===== config.mk =====
export PLATFORM = sky130hd
export DESIGN_NAME = dram_ctrl_mb
export DESIGN_NICKNAME = d
export VERILOG_FILES = /design/src/rtl/dram_pkg.sv /design/src/rtl/dram_req_fifo.sv /design/src/rtl/dram_ctrl_mb.sv
export SDC_FILE = /design/constraint.sdc
export NUM_CORES = 1
export LEC_CHECK = 0
export CAP_MARGIN = 10
export CORE_MARGIN = 4
export CORE_UTILIZATION = 50
export CTS_BUF_LIST = sky130_fd_sc_hd__clkbuf_4
export CTS_CLUSTER_DIAMETER = 60
export DETAILED_ROUTE_END_ITERATION = 10
export GPL_TIMING_DRIVEN = 0
export PLACE_DENSITY = 0.81
export SETUP_SLACK_MARGIN = 0.4
export SYNTH_ARGS = -nofsm -noshare
export SYNTH_HDL_FRONTEND = slang
export SYNTH_SLANG_ARGS = --single-unit

===== constraint.sdc =====
create_clock -name clk -period 7.37 [get_ports clk]
set_input_delay 1.1055 -clock clk [delete_from_list [all_inputs] [get_ports clk]]
set_output_delay 1.1055 -clock clk [all_outputs]
set_load 0.05 [all_outputs]

===== src/rtl/dram_pkg.sv =====
// Shared definitions for the multi-bank DRAM controller.
//   cmd_t   : DRAM command encoding driven on the controller's cmd port
//   state_t : controller FSM state encoding
//   field_w : bit width of one address field (bank, row or column)
//   addr_w  : total request address width, {bank,row,col} MSB to LSB
package dram_pkg;

   typedef enum logic [2:0] {
      CMD_NOP = 3'd0,
      CMD_ACT = 3'd1,
      CMD_RD  = 3'd2,
      CMD_WR  = 3'd3,
      CMD_PRE = 3'd4,
      CMD_REF = 3'd5
   } cmd_t;

   typedef enum logic [2:0] {
      S_IDLE     = 3'd0,
      S_PRE      = 3'd1,
      S_ACT      = 3'd2,
      S_WAIT_RCD = 3'd3,
      S_ACCESS   = 3'd4,
      S_REFRESH  = 3'd5
   } state_t;

   // A field of one entry still needs one bit to be addressable.
   function automatic int field_w(input int n);
      return (n > 1) ? $clog2(n) : 1;
   endfunction

   function automatic int addr_w(input int banks, input int rows, input int cols);
      return field_w(banks) + field_w(rows) + field_w(cols);
   endfunction

endpackage


===== src/rtl/dram_req_fifo.sv =====
// Request queue for the DRAM controller: show-ahead FIFO, the head entry
// is visible on head whenever empty is low.
//   clk, rst_b       : clock, asynchronous active-low reset
//   push, push_data  : write an entry (dropped when full unless popping)
//   pop              : discard the head entry
//   head             : current head entry
//   full, empty      : occupancy flags
module dram_req_fifo #(
   parameter int WIDTH = 8,
   parameter int DEPTH = 4
) (
   input  logic             clk,
   input  logic             rst_b,
   input  logic             push,
   input  logic [WIDTH-1:0] push_data,
   input  logic             pop,
   output logic [WIDTH-1:0] head,
   output logic             full,
   output logic             empty
);

   localparam int PW = (DEPTH > 1) ? $clog2(DEPTH) : 1;

   logic [WIDTH-1:0] mem [DEPTH];
   logic [PW-1:0]    wr_ptr;
   logic [PW-1:0]    rd_ptr;
   logic [PW:0]      count;
   logic             do_push;
   logic             do_pop;

   assign full    = (count == (PW+1)'(DEPTH));
   assign empty   = (count == '0);
   assign do_pop  = pop && !empty;
   // A pop in the same cycle frees the slot, so a full queue may still take a push.
   assign do_push = push && (!full || do_pop);
   assign head    = mem[rd_ptr];

   always_ff @(posedge clk) begin
      if (do_push) mem[wr_ptr] <= push_data;
   end

   always_ff @(posedge clk or negedge rst_b) begin
      if (!rst_b) begin
         wr_ptr <= '0;
         rd_ptr <= '0;
         count  <= '0;
      end else begin
         if (do_push) wr_ptr <= (wr_ptr == PW'(DEPTH-1)) ? '0 : wr_ptr + 1'b1;
         if (do_pop)  rd_ptr <= (rd_ptr == PW'(DEPTH-1)) ? '0 : rd_ptr + 1'b1;
         if (do_push && !do_pop)      count <= count + 1'b1;
         else if (do_pop && !do_push) count <= count - 1'b1;
      end
   end

endmodule


===== src/rtl/dram_ctrl_mb.sv =====
// Multi-bank DRAM controller with per-bank open-row tracking and periodic refresh.
// Optional feature macro: DRAM_CTRL_OPEN_PAGE_EN (rows stay open after an access;
// without it every access is followed by a PRE to that bank).
//   clk, rst_b                    : clock, asynchronous active-low reset
//   req_valid/req_ready/req_we    : request handshake, 1 = write
//   req_addr, req_wdata           : {bank,row,col} address, write data
//   rsp_valid, rsp_data           : read return, one cycle after RD
//   dram_data_in, dram_data_out   : DRAM data buses
//   cmd, bank_sel/row_sel/col_sel : command and one-hot selects (all zero on NOP)
//   refresh_busy                  : high from leaving IDLE for refresh through REF
module dram_ctrl_mb
   import dram_pkg::*;
#(
   parameter int NUM_OF_BANKS   = 8,
   parameter int NUM_OF_ROWS    = 128,
   parameter int NUM_OF_COLS    = 8,
   parameter int DATA_WIDTH     = 8,
   parameter int REQ_DEPTH      = 4,
   parameter int T_RCD          = 2,
   parameter int REFRESH_PERIOD = 1024
) (
   input  logic                    clk,
   input  logic                    rst_b,
   input  logic                    req_valid,
   output logic                    req_ready,
   input  logic                    req_we,
   input  logic [addr_w(NUM_OF_BANKS, NUM_OF_ROWS, NUM_OF_COLS)-1:0] req_addr,
   input  logic [DATA_WIDTH-1:0]   req_wdata,
   output logic                    rsp_valid,
   output logic [DATA_WIDTH-1:0]   rsp_data,
   input  logic [DATA_WIDTH-1:0]   dram_data_in,
   output logic [DATA_WIDTH-1:0]   dram_data_out,
   output logic [2:0]              cmd,
   output logic [NUM_OF_BANKS-1:0] bank_sel,
   output logic [NUM_OF_ROWS-1:0]  row_sel,
   output logic [NUM_OF_COLS-1:0]  col_sel,
   output logic                    refresh_busy
);

   localparam int BW    = field_w(NUM_OF_BANKS);
   localparam int RW    = field_w(NUM_OF_ROWS);
   localparam int CW    = field_w(NUM_OF_COLS);
   localparam int AW    = BW + RW + CW;
   localparam int FW    = 1 + AW + DATA_WIDTH;
   localparam int RCD_W = field_w(T_RCD);
   localparam int REF_W = field_w(REFRESH_PERIOD);

   state_t                  state;
   state_t                  after_pre;
   logic [FW-1:0]           head;
   logic                    fifo_full;
   logic                    fifo_empty;
   logic                    pop;
   logic                    head_we;
   logic [AW-1:0]           head_addr;
   logic [DATA_WIDTH-1:0]   head_wdata;
   logic [BW-1:0]           head_bank;
   logic [RW-1:0]           head_row;
   logic [CW-1:0]           head_col;
   logic [NUM_OF_BANKS-1:0] head_bank_oh;
   logic [NUM_OF_ROWS-1:0]  head_row_oh;
   logic [NUM_OF_COLS-1:0]  head_col_oh;
   logic [NUM_OF_BANKS-1:0] cur_bank_oh;
   logic [BW-1:0]           cur_bank;
   logic [NUM_OF_BANKS-1:0] bank_open;
   logic [RW-1:0]           open_row [NUM_OF_BANKS];
   logic                    row_hit;
   logic [2:0]              acc_cmd;
   logic [DATA_WIDTH-1:0]   acc_data;
   logic [RCD_W-1:0]        rcd_cnt;
   logic [REF_W-1:0]        ref_cnt;
   logic                    ref_wrap;
   logic                    ref_pending;

   // Only a real handshake enqueues, so a requester never sees a dropped accept.
   assign req_ready = !fifo_full;
   assign pop       = (state == S_ACCESS);

   dram_req_fifo #(.WIDTH(FW), .DEPTH(REQ_DEPTH)) u_req_fifo (
      .clk       (clk),
      .rst_b     (rst_b),
      .push      (req_valid && req_ready),
      .push_data ({req_we, req_addr, req_wdata}),
      .pop       (pop),
      .head      (head),
      .full      (fifo_full),
      .empty     (fifo_empty)
   );

   assign {head_we, head_addr, head_wdata} = head;
   assign head_bank = head_addr[AW-1 -: BW];
   assign head_row  = head_addr[CW +: RW];
   assign head_col  = head_addr[CW-1:0];
   assign row_hit   = bank_open[head_bank] && (open_row[head_bank] == head_row);
   assign acc_cmd   = head_we ? CMD_WR : CMD_RD;
   assign acc_data  = head_we ? head_wdata : '0;

   always_comb begin
      head_bank_oh = '0;
      head_bank_oh[head_bank] = 1'b1;
      head_row_oh = '0;
      head_row_oh[head_row] = 1'b1;
      head_col_oh = '0;
      head_col_oh[head_col] = 1'b1;
      cur_bank_oh = '0;
      cur_bank_oh[cur_bank] = 1'b1;
   end

   assign ref_wrap = (ref_cnt == REF_W'(REFRESH_PERIOD - 1));

   always_ff @(posedge clk or negedge rst_b) begin
      if (!rst_b) ref_cnt <= '0;
      else        ref_cnt <= ref_wrap ? '0 : ref_cnt + 1'b1;
   end

   // Commands and selects are registered together with the state, so each
   // state that issues a command shows it for exactly its one cycle.
   always_ff @(posedge clk or negedge rst_b) begin
      if (!rst_b) begin
         state         <= S_IDLE;
         after_pre     <= S_IDLE;
         cmd           <= CMD_NOP;
         bank_sel      <= '0;
         row_sel       <= '0;
         col_sel       <= '0;
         dram_data_out <= '0;
         rsp_valid     <= 1'b0;
         rsp_data      <= '0;
         refresh_busy  <= 1'b0;
         ref_pending   <= 1'b0;
         bank_open     <= '0;
         cur_bank      <= '0;
         rcd_cnt       <= '0;
         for (int b = 0; b < NUM_OF_BANKS; b++) open_row[b] <= '0;
      end else begin
         cmd           <= CMD_NOP;
         bank_sel      <= '0;
         row_sel       <= '0;
         col_sel       <= '0;
         dram_data_out <= '0;
         // The DRAM returns data during the RD cycle; capture it at its end.
         rsp_valid     <= (cmd == CMD_RD);
         if (cmd == CMD_RD) rsp_data <= dram_data_in;

         case (state)
            S_IDLE: begin
               if (ref_pending) begin
                  refresh_busy <= 1'b1;
                  if (|bank_open) begin
                     cmd       <= CMD_PRE;
                     bank_sel  <= '1;
                     bank_open <= '0;
                     after_pre <= S_REFRESH;
                     state     <= S_PRE;
                  end else begin
                     cmd         <= CMD_REF;
                     ref_pending <= 1'b0;
                     state       <= S_REFRESH;
                  end
               end else if (!fifo_empty) begin
                  cur_bank <= head_bank;
                  if (row_hit) begin
                     cmd           <= acc_cmd;
                     bank_sel      <= head_bank_oh;
                     col_sel       <= head_col_oh;
                     dram_data_out <= acc_data;
                     state         <= S_ACCESS;
                  end else if (bank_open[head_bank]) begin
                     cmd                  <= CMD_PRE;
                     bank_sel             <= head_bank_oh;
                     bank_open[head_bank] <= 1'b0;
                     after_pre            <= S_ACT;
                     state                <= S_PRE;
                  end else begin
                     cmd                  <= CMD_ACT;
                     bank_sel             <= head_bank_oh;
                     row_sel              <= head_row_oh;
                     bank_open[head_bank] <= 1'b1;
                     open_row[head_bank]  <= head_row;
                     state                <= S_ACT;
                  end
               end
            end
            S_PRE: begin
               if (after_pre == S_ACT) begin
                  cmd                  <= CMD_ACT;
                  bank_sel             <= head_bank_oh;
                  row_sel              <= head_row_oh;
                  bank_open[head_bank] <= 1'b1;
                  open_row[head_bank]  <= head_row;
                  state                <= S_ACT;
               end else if (after_pre == S_REFRESH) begin
                  cmd         <= CMD_REF;
                  ref_pending <= 1'b0;
                  state       <= S_REFRESH;
               end else begin
                  state <= S_IDLE;
               end
            end
            S_ACT: begin
               if (T_RCD <= 1) begin
                  cmd           <= acc_cmd;
                  bank_sel      <= head_bank_oh;
                  col_sel       <= head_col_oh;
                  dram_data_out <= acc_data;
                  state         <= S_ACCESS;
               end else begin
                  rcd_cnt <= RCD_W'(T_RCD - 2);
                  state   <= S_WAIT_RCD;
               end
            end
            S_WAIT_RCD: begin
               if (rcd_cnt == '0) begin
                  cmd           <= acc_cmd;
                  bank_sel      <= head_bank_oh;
                  col_sel       <= head_col_oh;
                  dram_data_out <= acc_data;
                  state         <= S_ACCESS;
               end else begin
                  rcd_cnt <= rcd_cnt - 1'b1;
               end
            end
            S_ACCESS: begin
`ifdef DRAM_CTRL_OPEN_PAGE_EN
               state <= S_IDLE;
`else
               cmd                 <= CMD_PRE;
               bank_sel            <= cur_bank_oh;
               bank_open[cur_bank] <= 1'b0;
               after_pre           <= S_IDLE;
               state               <= S_PRE;
`endif
            end
            S_REFRESH: begin
               refresh_busy <= 1'b0;
               bank_open    <= '0;
               state        <= S_IDLE;
            end
            default: state <= S_IDLE;
         endcase

         // A wrap in the same cycle as REF starts a fresh refresh interval.
         if (ref_wrap) ref_pending <= 1'b1;
      end
   end

endmodule


==> results of run 1 <==
-- power groups by stage --
stage | sequential (mW) | clock (mW) | combinational (mW)
finish | 2.51 | 1.54 | 2.72
global route | 2.54 | 1.69 | 2.92
CTS | 2.51 | 1.58 | 2.71
detailed placement | 2.54 | 0 | 2.70
global placement | 2.52 | 0 | 2.64
floorplan | 2.73 | 0 | 1.70
-- worst paths after layout --
path,end,slack (ps),cells past startpoint
max,open_row[32],3680,8
min,row_sel[94],430,2
max reg2reg,open_row[32],3680,8
min reg2reg,ref_cnt[4],470,1
max in group asynchronous,cur_bank[1],5870,3
min in group clk,ref_cnt[4],470,1
-- worst max-delay path, delay by kind of cell, from the launching register on --
kind / cells / cell delay, ps
buffers and inverters: 4 / 1340
and+or+nand+nor: 2 / 1010
muxes: 2 / 850
DFF: 1 / 360
-- sequential cells by signal, summed over array words and instances, names as in the netlist, 2 cells and up --
register / count
after_pre: 2
rsp_data: 8
u_req_fifo.mem: 88
u_req_fifo.count: 3
dram_data_out: 8
open_row: 56
cmd: 3
state: 3
bank_sel: 8
row_sel: 128
cur_bank: 3
bank_open: 8
u_req_fifo.wr_ptr: 2
col_sel: 8
ref_cnt: 10
u_req_fifo.rd_ptr: 2
-- layer usage --
metal  part of all wire [%]  wire length, um  track usage (%)
met3                    6.3             2013            5.028
met1                     42            13440            27.54
met5                      0                0                0
met4                    2.1              678            6.984
met2                     50            15880            35.64
-- placed cells by master, fill, tap and decap left out, types with 4 or more instances in the layout --
cell type	instances
clkbuf_4	127
o22ai_1	18
nor2_1	182
xor2_1	7
clkbuf_1	35
and2_1	7
nor2b_1	13
a31oi_1	7
or2_2	4
nor3_1	25
nand2_1	63
mux2_2	58
mux2i_1	25
clkinv_1	10
ha_1	10
o31ai_1	6
buf_4	4
o21a_1	8
clkdlybuf4s50_1	197
dfrtp_1	255
inv_1	14
nand2b_1	16
o21ai_0	41
nor3b_1	4
nor4_1	11
nand3_1	30
buf_2	6
mux2_4	12
and3_1	6
mux4_2	23
a21oi_1	14
xnor2_1	4
edfxtp_1	88
-- kinds of logic after synthesis --
| kind of cell | after synthesis | synth area share [%] |
|---|---|---|
| adder cells (fa/ha/maj) | 11 | 1.070 |
| flip-flops | 343 | 66.54 |
| AND/OR/NAND/NOR | 376 | 12.69 |
| multiplexers | 119 | 11.98 |
| AO/OA/AOI/OAI | 111 | 4.992 |
| XOR/XNOR | 11 | 0.7104 |
| buffers and inverters | 63 | 2.021 |
-- area by class of cell --
type / instances / area, um2
inverters: 14 / 52.55
flip-flops and latches: 343 / 9024
repair buffers: 200 / 2042
fillers: 1968 / 9709
well taps: 341 / 426.7
clock buffers: 127 / 953.4
diodes: 1 / 2.502
plain buffers: 49 / 221.5
clock inverters: 19 / 106.4
multi-input cells: 628 / 4263
==> impl_metrics.csv, run 1 <==
group,metric,value,unit
timing,final-setup-viol-count,0,
cts,clock_path_buffers,3,
power,irDropWorstVdd,0.0002059,V
finish,nNetsFinal,1365,
power,pwr-share-seq,37.1,%
cts,hold_buffers,0,
cts,cts_tree,"yes",
critical_path,path_cells,"clkbuf_1 > mux4_2 > buf_6 > buf_2 > clkbuf_1 > nand2_1 > nor2_1 > mux2_2",
die,core,26800,um2
synth,yosys_warnings,0,
drt,drc,0,
timing,max_freq,271.3,MHz
worst_hold_path,hold_class,"primary input to async pin",
timing,worst_pin_slew,1164,ps
power,power_leakage,7.148,nW
synth,ys_ff_latch,343,
place,detailed_place_hpwl,22.51,mm
global_route,grt_pass1_vias,9671,
drt,wire_per_inst,18.59,um
drt,drtAntennaViolNets,0,
timing,rsz0062_at_grt,"no",
cts,post_cts_buffers,0,
power,power,6.766,mW
synth,yosys.cell_count.top_type,"dfrtp_1",
timing,setup_tns,0,ps
cts,cts_root_buffer,"clkbuf_4",
synth,syn_inst,1034,
critical_path,reg2reg_from,"u_req_fifo.rd_ptr[1]",
synth,synth_top_area_share,47.06,%
synth,synth.area.top_cells,"dfrtp_1 47%, edfxtp_1 19%, nor2_1 5.0%, mux2_2 4.8%, mux4_2 3.8%",
synth,syn-cell-area,13560,um2
die,initial_core_util,50.60,%
power,internal_power,4.114,mW
power,pwr-share-comb,40.2,%
critical_path,cp_slowest_cell,"nor2_1",
drt,routed_via_density,5.410,
job,cap_viol_max_count,0,
synth,synth_nets,1078,
place,io_buffer_count,198,
cts,cts.htree.levels,3,
finish,post-route-util,63.77,%
global_route,track_usage,21.20,%
power,clkPwrFrac,22.7,%
timing,setup_slack,3685,ps
critical_path,startpoint,"u_req_fifo.rd_ptr[1]",
synth,syn_avg_cell_area,13.11,um2
global_route,antenna_found_initial,1,
critical_path,path_common_cell,"clkbuf_1",
critical_path,required,7930,ps
die,die_area,29820,um2
timing,timing.hold.ws,426.5,ps
synth,ys.flop_type,"dfrtp_1",
critical_path,critPathKind,"register to register",
die,ios,199,
run_status,status,"completed",
critical_path,end_kind,"register",
synth,seq_area_frac_synth,66.54,%
place,placed_area,16030,um2
synth,synthArstFlopShare,74.34,%
global_route,grt_first_pass_wirelength,51.23,mm
finish,fin_cells,1722,
synth,synth.largest_area_cell,"dfrtp_1",
critical_path,cp.arrival,4240,ps
critical_path,max_stage_delay,710,ps
timing,maxSlewViolCount,0,
critical_path,cp_max_fo,10,
place,place.gp.congestion,0.8698,
timing,slew_headroom,22.41,%
global_route,grt_overflow,0,
synth,synth-edff-count,88,
die,die_x,172.7,um
timing,hold_viol,0,
power,sw_frac_of_total,39.19,%
place,dp_cells,1575,
global_route,grt_max_degree,131,
timing,period_minus_slack,3685,ps
timing,timing.final.crit_share,50.00,%
die,die_height,172.7,um
cts,cts-buffers-inserted,85,
drt,num_vias,9316,
cts,clk_pin_slew,70,ps
drt,wirelength,32.01,mm
finish,final_area,17090,um2
cts,clk-insertion-delay-late,740,ps
timing,finalClockSkew,79.91,ps
power,p_switching,2.652,mW
cts,numClockSinks,343,
die,rows,60,
cts,cts_resized,0,
power,powerDensity,395.9,nW/um2
drt,first_pass_iters,5,
critical_path,cp-start-kind,"register",
finish,layout-drive-gt1-share,18.55,%
synth,synth_common_cells,"255 x dfrtp_1, 182 x nor2_1, 88 x edfxtp_1",
finish,area_delta_synth_final,26.04,%
drt,drt_first_iter_violations,596,
place,pre_cts_slack,3637,ps
synth,synth.distinct_cells,57,
Power figures use the tool's default switching activity.
==> run 2, diff against run 1 <==
==> constraint.sdc (replaced) <==
create_clock -name clk -period 3.5 [get_ports clk]
set_input_delay 0.525 -clock clk [delete_from_list [all_inputs] [get_ports clk]]
set_output_delay 0.525 -clock clk [all_outputs]
set_load 0.05 [all_outputs]
==> impl_metrics.csv, run 2 (synthesis gave the netlist of run 1 again) <==
group,metric,value,unit
run_status,status,"completed",
timing,timing.hold.ws,419.2,ps
die,core,26800,um2
place,io_buffer_count,198,
drt,wire_per_inst,18.93,um
global_route,grt_pass1_vias,9747,
cts,numClockSinks,343,
die,initial_core_util,50.60,%
critical_path,critPathKind,"register to register",
cts,clk_pin_slew,70,ps
critical_path,cp-start-kind,"register",
power,internal_power,9.058,mW
power,sw_frac_of_total,39.68,%
cts,clock_path_buffers,3,
die,rows,60,
critical_path,reg2reg_from,"u_req_fifo.rd_ptr[0]",
finish,largest_reg_flops,128,
global_route,grt_overflow,0,
timing,period_minus_slack,3154,ps
timing,final-setup-viol-count,0,
critical_path,required,4140,ps
worst_hold_path,holdCritStartpoint,"dram_data_in[5]",
cts,cts.htree.levels,3,
cts,clk-insertion-delay-late,730,ps
drt,drc,0,
drt,routed_via_density,5.486,
drt,num_vias,9551,
timing,timing.final.crit_share,90.13,%
global_route,antenna_found_initial,1,
finish,fillCellCount,1890,
die,die_x,172.7,um
place,detailed_place_hpwl,22.51,mm
power,powerDensity,854.8,nW/um2
cts,cts_root_buffer,"clkbuf_4",
power,irDropWorstVdd,0.0004353,V
die,die_height,172.7,um
timing,slew_headroom,24.34,%
global_route,track_usage,21.30,%
global_route,grt_first_pass_wirelength,51.56,mm
finish,post-route-util,65.55,%
drt,wirelength,32.96,mm
finish,layout.cells.most_common,"dfrtp_1",
timing,maxSlewViolCount,0,
finish,layout-drive-gt1-share,22.87,%
critical_path,startpoint,"u_req_fifo.rd_ptr[0]",
power,clkPwrFrac,21.6,%
global_route,grt_max_degree,131,
critical_path,end_kind,"register",
critical_path,cp_max_fo,10,
timing,rsz0062_at_grt,"yes",
finish,area_delta_synth_final,29.54,%
timing,max_freq,317.0,MHz
critical_path,cp.arrival,3790,ps
cts,cts_tree,"yes",
drt,drt_first_iter_violations,660,
finish,nNetsFinal,1384,
power,pwr-share-seq,35.4,%
worst_hold_path,hold_class,"primary input to register",
timing,finalClockSkew,73.13,ps
power,p_switching,5.958,mW
die,ios,199,
timing,hold_viol,0,
drt,drtAntennaViolNets,0,
finish,largest_register,"row_sel",
die,die_area,29820,um2
drt,first_pass_iters,5,
timing,worst_pin_slew,1135,ps
place,place.gp.congestion,0.8698,
cts,cts-buffers-inserted,85,
power,power_leakage,7.317,nW
job,cap_viol_max_count,0,
power,power,15.02,mW
finish,top_regs,"row_sel: 128 flops, u_req_fifo.mem: 88 flops, open_row: 56 flops",
finish,final_cell_mix,"255 x dfrtp_1, 197 x clkdlybuf4s50_1, 180 x nor2_1, 130 x clkbuf_4, 88 x edfxtp_1",
power,pwr-share-comb,43.0,%
==> run 2: metal layers <==
metal  routed length, um  up-vias  part of all wire (%)  global-route usage, %
li1                    -     4317                     -                      -
met1               13710     4809                    42                  27.75
met2               16480      360                    50                  35.90
met3                2058       65                   6.2                  4.941
met4                 712        0                   2.2                  6.784
met5                   0        -                     0                      0
==> run 2: per-stage QoR <==
step                      cell area, um2   TNS, ps  cells  worst slack, ps
after floorplan                    13560         0   1034            522.6
after global placement             15970  -2129950   1573            -8377
after detailed placement           16030     -4030   1575           -232.8
after CTS                          17280         0   1730            396.0
after global routing               17570         0   1741            240.4
final                              17570         0   1741            345.5
==> run 2: worst max-delay path, stage by stage, from the launching register on <==
cell and delay (ps):
dfrtp_1 370, buf_6 140, mux4_2 640, nand2b_1 230, clkbuf_4 230, o22ai_1 250, o21a_1 220, o22ai_4 110
nor4_4 270, buf_4 190, a21oi_4 100, buf_4 170, nor3b_1 180
==> run 2: final timing paths <==
path	endpoint	slack, ps	cells past startpoint
min	rsp_data[5]	420	2
min reg2reg	ref_cnt[4]	470	1
max	col_sel[2]	350	12
min in group asynchronous	row_sel[94]	440	3
max in group asynchronous	cur_bank[1]	1980	4
max reg2reg	col_sel[2]	350	12
==> run 2: cell type report <==
cell class | instances | area [um2] | area share, %
Antenna cell | 1 | 2.502 | 0.01425
Sequential cell | 343 | 9024 | 51.37
Buffer | 49 | 282.8 | 1.610
Clock buffer | 127 | 953.4 | 5.427
Tap cell | 341 | 426.7 | 2.429
Clock inverter | 19 | 106.4 | 0.6054
Multi-Input combinational cell | 628 | 4524 | 25.76
Timing Repair Buffer | 219 | 2195 | 12.49
Inverter | 14 | 52.55 | 0.2991
==> run 2: what timing repair did <==
item | 4_1_cts | 5_1_grt
buffers inserted | 8 | 9
pin swaps | 5 | 5
endpoints found under the setup margin | 194 | 137
gates cloned | 0 | 1
hold buffers | 1 | 0
gates resized for setup | 28 | 61
endpoints found under the hold margin | 125 | 0
==> run 2: power by group through the flow <==
stage | combinational [mW] | sequential [mW] | clock (mW)
4_1_cts | 5.98 | 5.28 | 3.32
3_3_place_gp | 5.55 | 5.31 | 0
5_1_grt | 6.87 | 5.38 | 3.55
2_1_floorplan | 3.58 | 5.75 | 0
3_5_place_dp | 5.68 | 5.36 | 0
6_report | 6.46 | 5.31 | 3.24
